[src/rtl/phy_rst_seq_pkg.sv]
`default_nettype none
// ============================================================================
//  Module      : phy_rst_seq_pkg
//  Description : Shared state encodings and sizing helper for the reset
//                sequencer.
//  Revision    : 1.0 - initial release
// ============================================================================
package phy_rst_seq_pkg;

    typedef enum logic [1:0] {
        G_COLD    = 2'd0,
        G_STAGGER = 2'd1,
        G_RUN     = 2'd2
    } glb_state_t;

    typedef enum logic [1:0] {
        CH_RESET  = 2'd0,
        CH_SETTLE = 2'd1,
        CH_READY  = 2'd2,
        CH_SOFT   = 2'd3
    } chan_state_t;

    localparam int SYNC_STAGES = 2;

    // Width able to hold 0..max_val, never narrower than one bit.
    function automatic int cnt_width(input int max_val);
        return (max_val < 1) ? 1 : $clog2(max_val + 1);
    endfunction

endpackage
`default_nettype wire

[src/rtl/phy_rst_chan.sv]
`default_nettype none
// ============================================================================
//  Module      : phy_rst_chan
//  Description : One PHY reset channel: release, settle, ready and soft reset.
//  Revision    : 1.0 - initial release
// ============================================================================
module phy_rst_chan
    import phy_rst_seq_pkg::*;
#(
    parameter int READY_DELAY = 64,
    parameter int SOFT_CYCLES = 520
) (
    input  logic clk,
    input  logic rst,
    input  logic i_ext_low,
    input  logic i_release,
    input  logic i_soft_req,
    output logic o_phy_rst_n,
    output logic o_phy_ready,
    output logic o_busy
);

    localparam int CNT_MAX = (READY_DELAY > SOFT_CYCLES) ? READY_DELAY : SOFT_CYCLES;
    localparam int CNT_W   = cnt_width(CNT_MAX);
    localparam logic [CNT_W-1:0] C_CNT_MAX = CNT_W'(CNT_MAX);

    chan_state_t      r_state;
    chan_state_t      w_state_next;
    logic [CNT_W-1:0] r_cnt;
    logic [CNT_W-1:0] w_cnt_next;
    logic             r_phy_rst_n;
    logic             r_phy_ready;
    logic             w_settle_done;
    logic             w_soft_done;

    assign w_settle_done = (32'(r_cnt) + 32'd1) >= 32'(READY_DELAY);
    assign w_soft_done   = (32'(r_cnt) + 32'd1) >= 32'(SOFT_CYCLES);

    always_comb begin
        w_state_next = r_state;
        case (r_state)
            CH_RESET:  if (i_release)          w_state_next = CH_SETTLE;
            CH_SETTLE: if (i_soft_req)         w_state_next = CH_SOFT;
                       else if (w_settle_done) w_state_next = CH_READY;
            CH_READY:  if (i_soft_req)         w_state_next = CH_SOFT;
            CH_SOFT:   if (w_soft_done)        w_state_next = CH_SETTLE;
            default:                           w_state_next = CH_RESET;
        endcase
        // Push-button reset overrides everything, including soft requests.
        if (i_ext_low) begin
            w_state_next = CH_RESET;
        end
    end

    always_comb begin
        w_cnt_next = '0;
        if ((w_state_next == r_state) &&
            ((r_state == CH_SETTLE) || (r_state == CH_SOFT))) begin
            w_cnt_next = (r_cnt == C_CNT_MAX) ? r_cnt : r_cnt + 1'b1;
        end
    end

    always_ff @(posedge clk or posedge rst) begin
        if (rst) begin
            r_state     <= CH_RESET;
            r_cnt       <= '0;
            r_phy_rst_n <= 1'b0;
            r_phy_ready <= 1'b0;
        end else begin
            r_state     <= w_state_next;
            r_cnt       <= w_cnt_next;
            r_phy_rst_n <= (w_state_next == CH_SETTLE) || (w_state_next == CH_READY);
            r_phy_ready <= (w_state_next == CH_READY);
        end
    end

    assign o_phy_rst_n = r_phy_rst_n;
    assign o_phy_ready = r_phy_ready;
    assign o_busy      = (r_state != CH_READY);

endmodule
`default_nettype wire

[src/rtl/phy_rst_seq.sv]
`default_nettype none
// ============================================================================
//  Module      : phy_rst_seq
//  Description : Core reset release plus staggered, soft-resettable PHY resets.
//  Revision    : 1.0 - initial release
// ============================================================================
module phy_rst_seq
    import phy_rst_seq_pkg::*;
#(
    parameter int NUM_PHY        = 2,
    parameter int CORE_CYCLES    = 1048576,
    parameter int COLD_CYCLES    = 520,
    parameter int STAGGER_CYCLES = 16,
    parameter int SOFT_CYCLES    = 520,
    parameter int READY_DELAY    = 64
) (
    input  logic               clk_125,
    input  logic               sys_rst,
    input  logic               ext_reset_n,
    input  logic [NUM_PHY-1:0] soft_rst_req,
    output logic               core_rst_n,
    output logic [NUM_PHY-1:0] phy_rst_n,
    output logic [NUM_PHY-1:0] phy_ready,
    output logic               busy
);

    localparam int CORE_W   = cnt_width(CORE_CYCLES);
    localparam int COLD_W   = cnt_width(COLD_CYCLES);
    localparam int LAST_POS = (NUM_PHY - 1) * STAGGER_CYCLES;
    localparam int STG_W    = cnt_width(LAST_POS);
    localparam logic [CORE_W-1:0] C_CORE_MAX = CORE_W'(CORE_CYCLES);

    logic [SYNC_STAGES-1:0] r_ext_sync;
    logic                   w_ext_low;
    logic [CORE_W-1:0]      r_core_cnt;
    logic                   r_core_rst_n;
    glb_state_t             r_gstate;
    glb_state_t             w_gstate_next;
    logic [COLD_W-1:0]      r_cold_cnt;
    logic [STG_W-1:0]       r_stg_cnt;
    logic                   w_cold_done;
    logic                   w_rel_tick;
    logic [31:0]            w_rel_pos;
    logic [NUM_PHY-1:0]     w_release;
    logic [NUM_PHY-1:0]     w_chan_busy;

    // Synchroniser idles deasserted so a clean sys_rst release is not delayed.
    always_ff @(posedge clk_125 or posedge sys_rst) begin
        if (sys_rst) begin
            r_ext_sync <= '1;
        end else begin
            r_ext_sync <= {r_ext_sync[SYNC_STAGES-2:0], ext_reset_n};
        end
    end

    assign w_ext_low = ~r_ext_sync[SYNC_STAGES-1];

    always_ff @(posedge clk_125 or posedge sys_rst) begin
        if (sys_rst) begin
            r_core_cnt   <= '0;
            r_core_rst_n <= 1'b0;
        end else begin
            if (r_core_cnt != C_CORE_MAX) begin
                r_core_cnt <= r_core_cnt + 1'b1;
            end
            r_core_rst_n <= (32'(r_core_cnt) + 32'd1) >= 32'(CORE_CYCLES);
        end
    end

    // Release slot k is offered in the cycle before edge COLD_CYCLES + k.
    assign w_cold_done = (r_gstate == G_COLD) &&
                         ((32'(r_cold_cnt) + 32'd1) >= 32'(COLD_CYCLES));
    assign w_rel_tick  = ~w_ext_low && (w_cold_done || (r_gstate == G_STAGGER));
    assign w_rel_pos   = (r_gstate == G_STAGGER) ? (32'(r_stg_cnt) + 32'd1) : 32'd0;

    always_comb begin
        w_gstate_next = r_gstate;
        case (r_gstate)
            G_COLD:    if (w_cold_done) w_gstate_next = (LAST_POS == 0) ? G_RUN : G_STAGGER;
            G_STAGGER: if (w_rel_pos >= 32'(LAST_POS)) w_gstate_next = G_RUN;
            G_RUN:     w_gstate_next = G_RUN;
            default:   w_gstate_next = G_COLD;
        endcase
        if (w_ext_low) begin
            w_gstate_next = G_COLD;
        end
    end

    always_ff @(posedge clk_125 or posedge sys_rst) begin
        if (sys_rst) begin
            r_gstate <= G_COLD;
        end else begin
            r_gstate <= w_gstate_next;
        end
    end

    always_ff @(posedge clk_125 or posedge sys_rst) begin
        if (sys_rst) begin
            r_cold_cnt <= '0;
            r_stg_cnt  <= '0;
        end else if (w_ext_low) begin
            r_cold_cnt <= '0;
            r_stg_cnt  <= '0;
        end else begin
            if ((r_gstate == G_COLD) && !w_cold_done) begin
                r_cold_cnt <= r_cold_cnt + 1'b1;
            end
            if ((r_gstate == G_STAGGER) && (w_gstate_next == G_STAGGER)) begin
                r_stg_cnt <= r_stg_cnt + 1'b1;
            end else begin
                r_stg_cnt <= '0;
            end
        end
    end

    for (genvar g = 0; g < NUM_PHY; g++) begin : g_chan
        localparam int REL_POS = g * STAGGER_CYCLES;

        assign w_release[g] = w_rel_tick && (w_rel_pos == 32'(REL_POS));

        phy_rst_chan #(
            .READY_DELAY (READY_DELAY),
            .SOFT_CYCLES (SOFT_CYCLES)
        ) u_chan (
            .clk         (clk_125),
            .rst         (sys_rst),
            .i_ext_low   (w_ext_low),
            .i_release   (w_release[g]),
            .i_soft_req  (soft_rst_req[g]),
            .o_phy_rst_n (phy_rst_n[g]),
            .o_phy_ready (phy_ready[g]),
            .o_busy      (w_chan_busy[g])
        );
    end

    assign core_rst_n = r_core_rst_n;
    assign busy       = |w_chan_busy;

endmodule
`default_nettype wire
[config.mk]
export PLATFORM = sky130hd
export DESIGN_NAME = phy_rst_seq
export DESIGN_NICKNAME = d
export VERILOG_FILES = /design/src/rtl/phy_rst_seq_pkg.sv /design/src/rtl/phy_rst_chan.sv /design/src/rtl/phy_rst_seq.sv
export SDC_FILE = /design/constraint.sdc
export NUM_CORES = 1
export LEC_CHECK = 0
export BUFFER_PORTS_ARGS = -buffer_cell sky130_fd_sc_hd__buf_2
export CAP_MARGIN = 20
export CORE_MARGIN = 2
export CORE_UTILIZATION = 56
export DETAILED_ROUTE_END_ITERATION = 10
export GPL_TIMING_DRIVEN = 0
export PLACE_DENSITY_LB_ADDON = 0.25
export SLEW_MARGIN = 30
export SYNTH_ARGS = -nofsm -noshare
export SYNTH_HDL_FRONTEND = slang
export SYNTH_SLANG_ARGS = --single-unit
[constraint.sdc]
create_clock -name clk_125 -period 2.4 [get_ports clk_125]
set_clock_uncertainty 0.15 [all_clocks]
set_input_delay 0.48 -clock clk_125 [delete_from_list [all_inputs] [get_ports clk_125]]
set_output_delay 0.48 -clock clk_125 [all_outputs]
set_load 0.01 [all_outputs]
* Word level (Yosys, flattened, before mapping)
Cells that the tools add are included.
W data, S select, Z words.
** Word-level totals
- Output and inout port bits :: 6
- Input bits :: 5
- Word-level logic and storage cells :: 101
- Register bits after elaboration :: 69
** Cells by class
- Reduce and logical (&&, ||, !) cells :: 19
- $lt $le $gt $ge :: 7
- Equal/unequal tests :: 24
- Mux-type cells :: 27
- Add/subtract/negate cells :: 10
** Operator list (number)
- $ge A32 B10 Y1 const B :: 2
- $mux W10 :: 6
- $add A10 B1 Y11 const B :: 3
- $logic_not A32 Y1 :: 1
- $add A10 B1 Y10 const B :: 3
- $mux W2 :: 15
- $add A21 B1 Y22 const B :: 1
- $ge A11 B7 Y1 const B :: 2
- $ge A22 B21 Y1 const B :: 1
- $add A21 B1 Y21 const B :: 1
- $ne A21 B21 Y1 const B :: 1
- $eq A10 B10 Y1 const B :: 2
- $pmux W2 S4 :: 2
- $eq A2 B2 Y1 const B :: 7
- $eq A2 B1 Y1 const B :: 6
- $ge A11 B10 Y1 const B :: 1
- $mux W5 :: 2
- $logic_and A1 B1 Y1 :: 8
- $ne A2 B2 Y1 const B :: 4
- $add A5 B1 Y6 const B :: 1
- $eq A6 B5 Y1 const B :: 1
- $ge A6 B5 Y1 const B :: 1
- $logic_not A2 Y1 :: 3
- $mux W6 :: 1
- other kinds (7) :: 12

* Longest topological paths before layout
- Depth after elaboration :: 12
- Mapped depth :: 9
- Mapped depth without buffers :: 9

* Modules after synthesis
From an unflattened synthesis, not the netlist that was laid out.
** Second synthesis, totals
- Cells, all modules :: 405
- Area total of the unflattened synthesis :: 4012.6 um^2
** By module, submodules not included
- phy_rst_seq :: cells an instance 213, seq. area each 1028.5 um^2, times used 1, area an instance 2113.3 um^2
- phy_rst_chan :: cells an instance 96, seq. area each 350.3 um^2, times used 2, area an instance 949.7 um^2

* Worst setup path before layout
OpenSTA, ideal clock, no wires.
- Kind :: reg-to-reg
- From :: register g_chan[1].u_chan.r_cnt[3]
- To :: register g_chan[1].u_chan.r_phy_rst_n
- Setup slack :: -0.131 ns
- Arrival :: 2.268 ns
- Setup time :: 0.113 ns
- Data required time :: 2.137 ns
- Period minus slack after synthesis :: 2.531 ns
- Stages on the path, launching flop included :: 9
- Path buffers :: 0
- Path through :: dfrtp_1 -> nand4_1 -> nor3_1 -> mux2i_1 -> nor2b_1 -> nor2_1 -> or3b_2 -> ha_1 -> inv_1
** On the way
- Cells in the longest elaborated chain, start to end :: 8
- Elaborated cells on any way between the ends :: 11
- Those cells by class :: add/sub (1); order compare (2); eq/ne (2); mux (5); reduce/logical (1)
** Ends and longest elaborated chain
- from (decl) :: line phy_rst_chan.sv:29 : logic [CNT_W-1:0] r_cnt;
- from (signal assigned) :: line phy_rst_chan.sv:71 : r_cnt <= w_cnt_next;
- $add A10 B1 Y11 (*) :: line phy_rst_chan.sv:36, phy_rst_chan.sv:37
- parallel branches: the longest is 3 deep, another holds $ge A32 B10 Y1
- $pmux W2 S4 (*) :: line phy_rst_chan.sv:41 : case (r_state)
- $mux W2 (*) :: line phy_rst_chan.sv:50 : if (i_ext_low) begin
- $eq A2 B1 Y1 or $eq A2 B2 Y1 (tied branches) :: line phy_rst_chan.sv:72 : r_phy_rst_n <= (w_state_next == CH_SETTLE) || (w_state_next == CH_READY);
- $logic_or A1 B1 Y1 (*) :: line phy_rst_chan.sv:72
- to (signal assigned) :: line phy_rst_chan.sv:72
- to (decl) :: line phy_rst_chan.sv:31 : logic r_phy_rst_n;
Every way passes the cells marked *.
A chain may end at the register's enable or synchronous reset.

* Worst setup path in the final report
- From :: register g_chan[0].u_chan.r_cnt[0]
- To :: register g_chan[0].u_chan.r_phy_rst_n
** On the way
- Cells in the longest elaborated chain, start to end :: 8
- Elaborated cells on any way between the ends :: 11
- Those cells by class :: add/sub (1); order compare (2); eq/ne (2); mux (5); reduce/logical (1)
** Ends and longest elaborated chain
- from (decl) :: line phy_rst_chan.sv:29
- from (signal assigned) :: line phy_rst_chan.sv:71
- $add A10 B1 Y11 (*) :: line phy_rst_chan.sv:36, phy_rst_chan.sv:37
- parallel branches: the longest is 3 deep, another holds $ge A32 B10 Y1
- $pmux W2 S4 (*) :: line phy_rst_chan.sv:41
- $mux W2 (*) :: line phy_rst_chan.sv:50
- named net g_chan[0].u_chan.w_state_next[1] :: line phy_rst_chan.sv:28 : chan_state_t w_state_next;
- $eq A2 B1 Y1 or $eq A2 B2 Y1 (tied branches) :: line phy_rst_chan.sv:72
- $logic_or A1 B1 Y1 (*) :: line phy_rst_chan.sv:72
- to (signal assigned) :: line phy_rst_chan.sv:72
- to (decl) :: line phy_rst_chan.sv:31
Mark *: on every way through the listed nets, which the timed path passes.

==> results.json <==
{
  "vias": 3065,
  "clock_sinks": 69,
  "yosys_warnings": 0,
  "critPathLaunchType": "flop",
  "crit_top_cell": "a21oi_1",
  "placedInstanceArea_um2": 4050,
  "tightest_slew_ns": 0.630,
  "wl_per_cell_um": 14.8,
  "max-cap-violations": 0,
  "ys_ff_latch": 69,
  "synth_area_um2": 3870,
  "io_pins": 11,
  "fin_crit_sh_pct": 97.5,
  "drt-vias-per-instance": 5.78,
  "arrival_ns": 2.47,
  "clkPwrFrac_pct": 43.1,
  "p_sw_mw": 0.471,
  "antenna_found_initial": 0,
  "final-hold-violation-count": 0,
  "firstDrtPassIters": 4,
  "async_flop_share_pct": 100,
  "cts_root_buf": "clkbuf_8",
  "fin_nets": 462,
  "crit_fanout": 7,
  "peakVddDrop_mv": 0.326,
  "finalInstanceArea_um2": 4620,
  "hpwl_mm": 5.11,
  "totalPowerFinal_mw": 2.21,
  "wl_mm": 7.84,
  "hold_slack_ns": 0.0862,
  "ys.flop_type": "dfrtp_1",
  "slew_headroom_pct": 57.6,
  "path_clk_slew_ns": 0.07,
  "comb_power_share_pct": 3.5,
  "track_usage_pct": 21.8,
  "die_x_um": 87.1,
  "final_cell_mix": "dfrtp_1 (58), nand2_1 (41), nor2_1 (41), xnor2_1 (27), nand3_1 (24)",
  "grt_pass1_wl_mm": 13.1,
  "grt-ovfl-total": 0,
  "rows": 30,
  "cts_tree": "built",
  "ant_nets": 0,
  "outcome": "finished clean",
  "fp.dieArea_um2": 7580,
  "crit_slowest_cell": "dfrtp_2",
  "drcViolationCount": 0,
  "max_freq_ghz": 0.427,
  "setup_viol": 0,
  "finish.utilization_pct": 68.8,
  "internal_power_mw": 1.74,
  "leakage_nw": 1.98,
  "gp_congestion": 0.828,
  "syn_nets": 422,
  "coreArea_um2": 6720,
  "grt_pass1_vias": 2967,
  "port_buffers": 10,
  "required_ns": 2.53,
  "htreeDepth": 3,
  "endpoint_kind": "flop",
  "clk_path_buf_depth": 2,
  "cpPeakStageDelay_ns": 0.46,
  "crit_family": "compound AO/OA/AOI/OAI gates",
  "cts_buffers": 9,
  "synthDistinctLibCells": 64,
  "clk_latency_ns": 0.34,
  "layout-drive-gt1-share_pct": 22.9,
  "hold_path.class": "input pin to flop",
  "synth_edf_count": 0,
  "syn_avg_cell_area_um2": 9.55,
  "grt_max_degree": 37,
  "rsz0062_at_grt": "yes",
  "period_minus_slack_ns": 2.34,
  "critPathBufInv": 1,
  "drt_iter0_drc": 104,
  "setup_tns_ns": 0,
  "crit_chain": "ha_4, a211o_1, a21oi_1, a21oi_1, a211oi_2, nor2_1, a311oi_2, ha_1, inv_1",
  "seq_area_frac_synth_pct": 44.7,
  "pwr-share-seq_pct": 53.4,
  "critPathKind": "flop to flop",
  "initial_core_util_pct": 57.5,
  "fp.dieH_um": 87.1,
  "antenna_cells": 0,
  "switching_share_pct": 21.3,
  "finalMaxSlewViolations": 0,
  "syn_to_final_growth_pct": 19.5,
  "syn_inst": 405,
  "powerDensity_nw_per_um2": 478,
  "layout_commonest_cell": "dfrtp_1"
}
[cell type report]
cell class	instances	area [um2]
clock buffers	15	166
multi-input cells	302	2210
well taps	80	100
repair buffers	29	211
inverters	19	73.8
clock inverters	1	30.0
flip-flops and latches	69	1740
fillers	515	2100
plain buffers	15	90.1
[Yosys cell counts (all sizes together), types with 2 or more instances]
library cell	instances	area share [%]
o31ai	5	0.97
buf	10	1.7
a21boi	6	1.2
and4	5	1.2
nor4b	2	0.45
a22oi	2	0.39
dfrtp	67	43
nand4	12	1.9
a2bb2oi	3	0.84
nor4	7	1.3
mux2	2	0.58
mux2i	12	3.1
a31oi	4	0.65
nor3b	6	1.2
dfstp	2	1.4
inv	19	1.8
ha	12	3.9
or4	2	0.39
and3	5	0.81
nor3	11	1.6
nor2b	4	0.65
a21oi	8	1.1
nand2b	4	0.65
or3	4	0.65
o31a	2	0.45
o41ai	2	0.45
nand2	41	4.0
a311oi	2	0.61
nand3	27	3.5
clkbuf	5	0.52
o21ai	8	1.0
xor2	13	2.9
and2	4	0.65
nor2	42	4.1
nor4bb	2	0.52
xnor2	27	6.1
[worst register-to-register path, delay by kind of cell (launching register included)]
kind / cells / cell delay, ns
AO/OA/AOI/OAI: 5 / 1.02
AND/OR/NAND/NOR: 1 / 0.10
adder cells (fa/ha/maj): 2 / 0.48
flip-flops: 1 / 0.46
buffers and inverters: 1 / 0.05
[worst paths after layout]
kind	from	end	slack (ns)	cells after the start
min reg2reg	r_ext_sync[0]$_DFF_PP1_	r_ext_sync[1]$_DFF_PP1_	0.21	0
max	g_chan[0].u_chan.r_cnt[0]$_DFFE_PP0P_	g_chan[0].u_chan.o_phy_rst_n$_DFF_PP0_	0.06	9
min	ext_reset_n	r_ext_sync[0]$_DFF_PP1_	0.09	1
min in group asynchronous	sys_rst	g_chan[0].u_chan.r_cnt[2]$_DFFE_PP0P_	0.56	3
max reg2reg	g_chan[0].u_chan.r_cnt[0]$_DFFE_PP0P_	g_chan[0].u_chan.o_phy_rst_n$_DFF_PP0_	0.06	9
max in group asynchronous	sys_rst	r_cold_cnt[0]$_DFFE_PP0P_	1.00	4
[power by group through the flow]
| stage | combinational, mW | clock, mW | sequential, mW |
|---|---|---|---|
| after floorplan | 0.0446 | 0 | 1.20 |
| after global placement | 0.0618 | 0 | 1.20 |
| after detailed placement | 0.0679 | 0 | 1.20 |
| after CTS | 0.0749 | 0.973 | 1.18 |
| after global routing | 0.0884 | 1.02 | 1.18 |
| final | 0.0780 | 0.952 | 1.18 |
[state kept, by name (all words and copies together), names as in the netlist]
signal / cells
core_rst_n: 1
g_chan.u_chan.r_state: 4
r_ext_sync: 2
g_chan.u_chan.o_phy_ready: 2
r_gstate: 2
g_chan.u_chan.o_phy_rst_n: 2
r_core_cnt: 21
g_chan.u_chan.r_cnt: 20
r_stg_cnt: 5
r_cold_cnt: 10
[stage by stage]
step | setup WS [ns] | instances
floorplan | 0.0334 | 405
global route | -0.0486 | 530
global placement | -0.817 | 495
finish | 0.0600 | 530
CTS | -0.0450 | 521
detailed placement | -0.320 | 496
[cell families after synthesis]
logic type | after synthesis | share of synthesized area (%)
and+or+nand+nor | 185 | 25.0
adders and majority gates | 12 | 3.88
other | 1 | 0.0970
DFF | 69 | 44.7
muxes | 14 | 3.69
xor gates and xnor gates | 40 | 9.06
AOI/OAI and AO/OA | 50 | 9.42
buffers and inverters | 34 | 4.11
[routing by layer]
layer	global-route usage, %	wire length (um)
met1	28.8	3720
met2	35.4	3790
met3	3.60	211
met4	9.51	120
met5	0	0
[what timing repair did]
item	CTS	global route
endpoints found under the hold margin	6	0
gates resized for setup	15	36
buffers inserted	8	9
pin swaps	3	10
hold buffers	1	0
endpoints found under the setup margin	25	13
Power figures use the tool's default switching activity.
